**config.mk**
```make
export PLATFORM = sky130hd
export DESIGN_NAME = multicycle_control
export DESIGN_NICKNAME = d
export VERILOG_FILES = /design/src/rtl/multicycle_control.sv
export SDC_FILE = /design/constraint.sdc
export NUM_CORES = 1
export LEC_CHECK = 0
export CAP_MARGIN = 20
export CORE_MARGIN = 10
export CORE_UTILIZATION = 40
export DETAILED_ROUTE_END_ITERATION = 10
export PLACE_DENSITY = 0.84
export SLEW_MARGIN = 20
export SYNTH_ARGS = -nofsm -noshare
export SYNTH_HDL_FRONTEND = slang
export SYNTH_SLANG_ARGS = --single-unit
```
**constraint.sdc**
```tcl
create_clock -name clk -period 3.8 [get_ports clk]
set_clock_uncertainty 0.2 [all_clocks]
set_input_delay 0.57 -clock clk [delete_from_list [all_inputs] [get_ports clk]]
set_output_delay 0.57 -clock clk [all_outputs]
set_load 0.01 [all_outputs]
```
**src/rtl/multicycle_control.sv**
```systemverilog
// Multicycle MIPS-style control unit: a Moore FSM whose datapath controls decode
// from the current state; Zero and Function only refine BEQ and REXEC outputs.
module multicycle_control #(
  parameter logic [5:0] HALT_OP = 6'h3F
) (
  input  logic       clk,
  input  logic       reset,
  input  logic [5:0] Op,
  input  logic [5:0] Function,
  input  logic       Zero,
  output logic       IorD,
  output logic       MemRead,
  output logic       MemWrite,
  output logic       MemtoReg,
  output logic       IRWrite,
  output logic       PCSource,
  output logic       ALUSrcA,
  output logic       RegWrite,
  output logic       RegDst,
  output logic       PCSel,
  output logic [1:0] ALUSrcB,
  output logic [3:0] ALUCtrl,
  output logic       illegal,
  output logic       halted,
  output logic [3:0] state
);

  typedef enum logic [3:0] {
    S_FETCH  = 4'd0,
    S_DECODE = 4'd1,
    S_MEMADR = 4'd2,
    S_MEMRD  = 4'd3,
    S_MEMWB  = 4'd4,
    S_MEMWR  = 4'd5,
    S_REXEC  = 4'd6,
    S_RWB    = 4'd7,
    S_BEQ    = 4'd8,
    S_IEXEC  = 4'd9,
    S_IWB    = 4'd10,
    S_HALT   = 4'd11
  } state_t;

  state_t state_q, state_d;

  assign state = state_q;

  always_ff @(posedge clk) begin
    if (reset) state_q <= S_FETCH;
    else       state_q <= state_d;
  end

  always_comb begin
    state_d  = state_q;
    IorD     = 1'b0;
    MemRead  = 1'b0;
    MemWrite = 1'b0;
    MemtoReg = 1'b0;
    IRWrite  = 1'b0;
    PCSource = 1'b0;
    ALUSrcA  = 1'b0;
    RegWrite = 1'b0;
    RegDst   = 1'b0;
    PCSel    = 1'b0;
    ALUSrcB  = 2'b00;
    ALUCtrl  = 4'b0010;
    illegal  = 1'b0;
    halted   = 1'b0;

    case (state_q)
      S_FETCH: begin
        MemRead = 1'b1;
        IRWrite = 1'b1;
        ALUSrcB = 2'b01;
        PCSel   = 1'b1;
        state_d = S_DECODE;
      end
      S_DECODE: begin
        // ALU computes PC+1+imm now so BEQ can take the target from ALUOut
        ALUSrcB = 2'b10;
        case (Op)
          6'h23, 6'h2B: state_d = S_MEMADR;
          6'h00:        state_d = S_REXEC;
          6'h04:        state_d = S_BEQ;
          6'h08, 6'h0A: state_d = S_IEXEC;
          default: begin
            if (Op == HALT_OP) begin
              state_d = S_HALT;
            end else begin
              illegal = 1'b1;
              state_d = S_FETCH;
            end
          end
        endcase
      end
      S_MEMADR: begin
        ALUSrcA = 1'b1;
        ALUSrcB = 2'b10;
        state_d = (Op == 6'h23) ? S_MEMRD : S_MEMWR;
      end
      S_MEMRD: begin
        MemRead = 1'b1;
        IorD    = 1'b1;
        state_d = S_MEMWB;
      end
      S_MEMWB: begin
        RegWrite = 1'b1;
        MemtoReg = 1'b1;
        state_d  = S_FETCH;
      end
      S_MEMWR: begin
        MemWrite = 1'b1;
        IorD     = 1'b1;
        state_d  = S_FETCH;
      end
      S_REXEC: begin
        ALUSrcA = 1'b1;
        state_d = S_RWB;
        case (Function)
          6'h20: ALUCtrl = 4'b0010;
          6'h22: ALUCtrl = 4'b0110;
          6'h24: ALUCtrl = 4'b0000;
          6'h25: ALUCtrl = 4'b0001;
          6'h27: ALUCtrl = 4'b1100;
          6'h2A: ALUCtrl = 4'b0111;
          default: begin
            // unknown funct: drop the instruction without writing back
            illegal = 1'b1;
            state_d = S_FETCH;
          end
        endcase
      end
      S_RWB: begin
        RegWrite = 1'b1;
        RegDst   = 1'b1;
        state_d  = S_FETCH;
      end
      S_BEQ: begin
        ALUSrcA  = 1'b1;
        ALUCtrl  = 4'b0110;
        PCSource = 1'b1;
        PCSel    = Zero;
        state_d  = S_FETCH;
      end
      S_IEXEC: begin
        ALUSrcA = 1'b1;
        ALUSrcB = 2'b10;
        ALUCtrl = (Op == 6'h0A) ? 4'b0111 : 4'b0010;
        state_d = S_IWB;
      end
      S_IWB: begin
        RegWrite = 1'b1;
        state_d  = S_FETCH;
      end
      S_HALT: begin
        halted  = 1'b1;
        state_d = S_HALT;
      end
      default: state_d = S_FETCH;
    endcase

    // Reset suppresses every side effect, whatever state the register holds.
    if (reset) begin
      MemRead  = 1'b0;
      MemWrite = 1'b0;
      IRWrite  = 1'b0;
      RegWrite = 1'b0;
      PCSel    = 1'b0;
      illegal  = 1'b0;
      halted   = 1'b0;
    end
  end

endmodule

```
==> results.sh, run 1 <==
export IMPL_synth_cell_types=40
export IMPL_core_mm2=0.00152
export IMPL_cp_max_fo=6
export IMPL_dieArea_mm2=0.00363
export IMPL_relSlewSlack_pct=69.3
export IMPL_synth_area_leaders="dfxtp_1 (12%), nor3_1 (6.2%), nand2b_1 (5.8%)"
export IMPL_drt_iter0_drc=13
export IMPL_post_route_cells_drive_above_1_share_pct=6.25
export IMPL_arrival_ns=2.47
export IMPL_cp_start_kind="input port"
export IMPL_r2r_slack_ns=1.80
export IMPL_die_y_um=60.2
export IMPL_utilization_pct=67.0
export IMPL_floorplan_rows=14
export IMPL_grt_pass1_vias=778
export IMPL_setup_viol=0
export IMPL_via_per_inst=5.88
export IMPL_irDropWorstVdd_mv=0.0799
export IMPL_post_place_ws_ns=0.584
export IMPL_fmax_ghz=0.309
export IMPL_yosysMostFrequentCell="nor2_1"
export IMPL_cp_end_kind="primary output"
export IMPL_yosysTopAreaCell="dfxtp_1"
export IMPL_largest_register_ff_count=4
export IMPL_synth_seq_cells=4
export IMPL_hold_viol_final=0
export IMPL_antenna_found_initial=0
export IMPL_status="completed"
export IMPL_rsz0062_at_grt="no"
export IMPL_tritoncts="built"
export IMPL_track_usage_pct=12.7
export IMPL_drv_slew=0
export IMPL_numCtsBuffers=3
export IMPL_synthesis_nets=111
export IMPL_synth_area_per_cell_um2=6.74
export IMPL_post_synth_most_frequent_cells="nor2_1 (9), nand2_1 (8), nor3_1 (8), a21oi_1 (7), nand2b_1 (6)"
export IMPL_antenna_cells=0
export IMPL_worst_slack_ns=0.564
export IMPL_dp_hpwl_um=1860
export IMPL_p_per_area_mw_per_mm2=179
export IMPL_min_path_type="flip-flop to flip-flop"
export IMPL_num_vias=847
export IMPL_finalCriticalPeriod_ns=3.24
export IMPL_routed_wl_um=2290
export IMPL_htreeDepth=1
export IMPL_drt_first_pass_iters=4
export IMPL_cts_setup_buffers=0
export IMPL_drc=0
export IMPL_final_antenna_net_count=0
export IMPL_wl_per_cell_um=15.9
export IMPL_r2r_start="state[0]"
export IMPL_clockBufferDepth=2
export IMPL_yosysTopAreaCellShare_pct=12.4
export IMPL_root_buffer="clkbuf_4"
export IMPL_insertion_delay_ns=0.23
export IMPL_initial_core_util_pct=42.4
export IMPL_yosys_most_used_dff="dfxtp_1"
export IMPL_post_cts_resized=0
export IMPL_timing_final_crit_share_pct=85.2
export IMPL_async_reset_ff_share_pct=0
export IMPL_nFillCells=142
export IMPL_worst_setup_path_type="input port to primary output"
export IMPL_gp_congestion=0.846
export IMPL_timing_rr_end="state[1]"
export IMPL_worstMarginPinSlew_ns=0.460
export IMPL_yosys_warnings=0
export IMPL_hold_buffers=0
export IMPL_p_leak_nw=0.326
export IMPL_rr_worst_depth=4
export IMPL_hold_path_endpoint="state[3]"
export IMPL_netlist_area_um2=647
export IMPL_nets=145
export IMPL_grt_start_max_net_pins=15
export IMPL_synth_enable_flop_cells=0
export IMPL_area_growth_pct=57.8
export IMPL_maxCapViolations=0
export IMPL_worstPathRequired_ns=3.03
export IMPL_numClockSinks=4
export IMPL_grt_pass1_wl_um=3660
export IMPL_yosysSeqAreaShare_pct=12.4
export IMPL_path_clk_slew_ns=0.04
export IMPL_grt_ovfl_total=0
export IMPL_setup_tns_final_ns=0
export IMPL_synthesis_instances=96
export IMPL_whs_path_depth=2
export IMPL_ios=37
export IMPL_portBuffers=36
export IMPL_hp_start="state[0]"
export IMPL_die_w_um=60.2
-- where the power goes --
part	total [W]	leakage [nW]	switching, W	internal (W)
sequential	0.0000501	0.0326	0.00000608	0.0000440
clock	0.0000514	0.0138	0.0000162	0.0000352
combinational	0.0000815	0.280	0.0000368	0.0000447
-- cells by family after synthesis --
group                  share of synthesized area (%)
buffers and inverters                           5.03
AO/OA/AOI/OAI                                   26.5
XOR/XNOR                                        1.35
AND/OR/NAND/NOR                                 49.9
flip-flops                                      12.4
multiplexers                                    4.84
-- cells in the final DEF (no fill, tap or decap), types with 2 or more instances in the layout --
cell type	Yosys	final
a211o_1	2	2
nor2b_1	3	3
o21ai_0	3	3
a21oi_1	7	7
mux2i_1	2	2
nor4_1	3	3
or3_1	2	2
or4_1	2	2
dfxtp_1	4	4
clkdlybuf4s50_1	0	36
nand2b_1	6	6
nand3_1	3	3
clkbuf_4	0	3
o31ai_1	2	2
nor3_1	8	8
nor2_1	9	9
nand2_1	8	8
nand3b_1	3	3
-- routing by layer --
metal | routed length (um) | GRT usage, % | up-vias
li1 | - | - | 429
met4 | 31 | 6.41 | 0
met1 | 972 | 14.6 | 383
met2 | 1090 | 20.9 | 31
met5 | 0 | 0 | -
met3 | 199 | 3.60 | 4
-- metrics by stage --
step	cell area, um^2	hold WS, ns	power, W	std cells
floorplan	647	0.476	0.0000877	96
CTS	1020	0.494	0.000184	144
global placement	998	0.478	0.000130	141
global route	1020	0.547	0.000196	144
detailed placement	998	0.484	0.000132	141
finish	1020	0.496	0.000183	144
-- worst max-delay path, stage by stage --
cell	delay (ns)
clkdlybuf4s50_1	0.57
mux2_1	0.34
o21ai_1	0.25
a211o_1	0.17
a21oi_1	0.06
clkdlybuf4s50_1	0.51
-- layout make-up --
type                    instances  area [um^2]  share of cell area (%)
inverters                       1         3.75                   0.368
flip-flops and latches          4         80.1                    7.84
clock buffers                   3         22.5                    2.21
repair buffers                 36          360                    35.3
multi-input cells              84          534                    52.3
well taps                      16         20.0                    1.96
-- worst max path at each step --
stage	from	end	slack (ns)	cells after the start
6_report	Function[1]	illegal	0.56	6
5_1_grt	Op[2]	illegal	0.48	6
4_1_cts	Function[1]	illegal	0.58	6
3_5_place_dp	Function[1]	illegal	0.58	6
3_3_place_gp	Function[1]	illegal	0.63	6
2_1_floorplan	state[2]	PCSel	1.61	5
Power figures use the tool's default switching activity.
==> run 2, diff against run 1 <==
--- a/config.mk
+++ b/config.mk
@@ -6,7 +6,7 @@
 export NUM_CORES = 1
 export LEC_CHECK = 0
 export CAP_MARGIN = 20
-export CORE_MARGIN = 10
+export CORE_MARGIN = 1
 export CORE_UTILIZATION = 40
 export DETAILED_ROUTE_END_ITERATION = 10
 export PLACE_DENSITY = 0.84
==> run 2 against run 1 <==
Compared with the run above:
- routed wire length fell by 13%
- global-route usage rose by 10 points
- count of clock-buffer cells in the layout did not move
- sequential power barely moved
- maximum frequency barely moved
- via count rose by 3.2%
- non-clock buffer count did not move
- combinational power fell by 2%
- worst hold slack improved by 0.0056 ns
- core utilization rose by 0.78 points
- worst setup slack got worse by 0.00093 ns
- total power rose by 3.8%
- largest power group unchanged
==> results.sh, run 2 (synthesized netlist as in run 1, its figures left out) <==
export IMPL_rsz0062_at_grt="no"
export IMPL_dp_cells=141
export IMPL_numClockSinks=4
export IMPL_gp_congestion=0.848
export IMPL_multi_input_comb_area_um2=534
export IMPL_drt_iter0_drc=20
export IMPL_whs_path_depth=2
export IMPL_final_common_cell="clkdlybuf4s50_1"
export IMPL_fmax_ghz=0.309
export IMPL_r2r_slack_ns=1.80
export IMPL_htreeDepth=1
export IMPL_routed_wl_um=1990
export IMPL_nets=145
export IMPL_nFillCells=124
export IMPL_ios=37
export IMPL_grt_ovfl_total=0
export IMPL_portBuffers=36
export IMPL_die_w_um=42.2
export IMPL_hold_buffers=0
export IMPL_antenna_cells=0
export IMPL_initial_core_util_pct=42.9
export IMPL_via_per_inst=6.07
export IMPL_layout_cells_non_filler=144
export IMPL_regArea_um2=80.1
export IMPL_utilization_pct=67.8
export IMPL_post_route_cells_drive_above_1_share_pct=6.25
export IMPL_r2r_start="state[0]"
export IMPL_p_per_area_mw_per_mm2=186
export IMPL_dp_hpwl_um=1450
export IMPL_grt_pass1_wl_um=3150
export IMPL_hold_viol_final=0
export IMPL_largest_register_ff_count=4
export IMPL_arrival_ns=2.47
export IMPL_numCtsBuffers=3
export IMPL_grt_pass1_vias=714
export IMPL_root_buffer="clkbuf_4"
export IMPL_cpPeakStageDelay_ns=0.56
export IMPL_worstMarginPinSlew_ns=0.465
export IMPL_core_mm2=0.00151
export IMPL_insertion_delay_ns=0.25
export IMPL_mostFrequentLayoutCells="clkdlybuf4s50_1 (36), nor2_1 (9), nor3_1 (8), nand2_1 (8), a21oi_1 (7)"
export IMPL_p_leak_nw=0.326
export IMPL_cts_setup_buffers=0
export IMPL_relSlewSlack_pct=68.9
export IMPL_clockBufferDepth=2
export IMPL_maxCapViolations=0
export IMPL_drt_first_pass_iters=4
export IMPL_status="completed"
export IMPL_wl_per_cell_um=13.8
export IMPL_floorplan_rows=14
export IMPL_cp_max_fo=6
export IMPL_post_cts_resized=0
export IMPL_die_y_um=42.2
export IMPL_hp_start="state[0]"
export IMPL_grt_start_max_net_pins=15
export IMPL_setup_tns_final_ns=0
export IMPL_path_clk_slew_ns=0.05
export IMPL_dieArea_mm2=0.00178
export IMPL_antenna_found_initial=0
export IMPL_timing_rr_end="state[1]"
export IMPL_drc=0
export IMPL_worstPathRequired_ns=3.03
export IMPL_cp_end_kind="primary output"
export IMPL_setup_viol=0
export IMPL_track_usage_pct=22.9
export IMPL_area_growth_pct=57.8
export IMPL_cp_start_kind="input port"
export IMPL_tritoncts="built"
export IMPL_final_antenna_net_count=0
export IMPL_cp_slowest_cell="clkdlybuf4s50_1"
export IMPL_rr_worst_depth=4
export IMPL_finalCriticalPeriod_ns=3.24
export IMPL_crit_path_cell_trace="clkdlybuf4s50_1 -> or2_1 -> a21oi_1 -> a211o_1 -> a21oi_1 -> clkdlybuf4s50_1"
export IMPL_min_path_type="flip-flop to flip-flop"
export IMPL_drv_slew=0
export IMPL_timing_final_crit_share_pct=85.2
export IMPL_worst_setup_path_type="input port to primary output"
export IMPL_hold_path_endpoint="state[3]"
export IMPL_irDropWorstVdd_mv=0.0954
export IMPL_num_vias=874
run 2: metal layers:
metal	wire length, um	vias to the layer above	track usage [%]
met4	35	0	14.4
met1	951	416	31.4
li1	-	430	-
met5	0	-	0
met3	80	4	1.29
met2	926	24	34.8
run 2: worst max-delay path: cells and delay by family:
kind            cells  cell delay, ns
buf+inv             2            1.12
compound gates      3            0.52
simple gates        1            0.25
run 2: cell type report:
class,count,area share [%]
clock buffer,3,2.21
sequential,4,7.84
inverter,1,0.368
multi-input combinational,84,52.3
timing repair buffer,36,35.3
tap,16,1.96
run 2: how the worst max path moves through the flow:
| stage | from | to |
|---|---|---|
| after global placement | Op[2] | illegal |
| after detailed placement | Op[2] | illegal |
| final | Op[2] | illegal |
| after floorplan | state[2] | PCSel |
| after global routing | state[2] | ALUCtrl[2] |
| after CTS | Op[2] | illegal |
run 2: power by group:
part	switching, W	internal (W)	total (W)	leakage (nW)
clock network	0.0000242	0.0000358	0.0000599	0.0138
logic	0.0000356	0.0000446	0.0000802	0.280
registers	0.00000593	0.0000439	0.0000498	0.0326
run 2: metrics by stage:
stage	area, um^2	worst slack [ns]	power (W)	hold slack, ns
floorplan	647	1.61	0.0000877	0.476
global placement	998	0.583	0.000128	0.473
detailed placement	998	0.578	0.000130	0.477
CTS	1020	0.574	0.000190	0.499
global route	1020	0.469	0.000198	0.539
finish	1020	0.563	0.000190	0.502
==> run 3, diff against run 2 <==
--- a/config.mk
+++ b/config.mk
@@ -9,6 +9,7 @@
 export CORE_MARGIN = 1
 export CORE_UTILIZATION = 40
 export DETAILED_ROUTE_END_ITERATION = 10
+export HOLD_SLACK_MARGIN = 0.03
 export PLACE_DENSITY = 0.84
 export SLEW_MARGIN = 20
 export SYNTH_ARGS = -nofsm -noshare
==> results of run 3 <==
No change in the layout: final DEF, timing and power equal those of run 2.
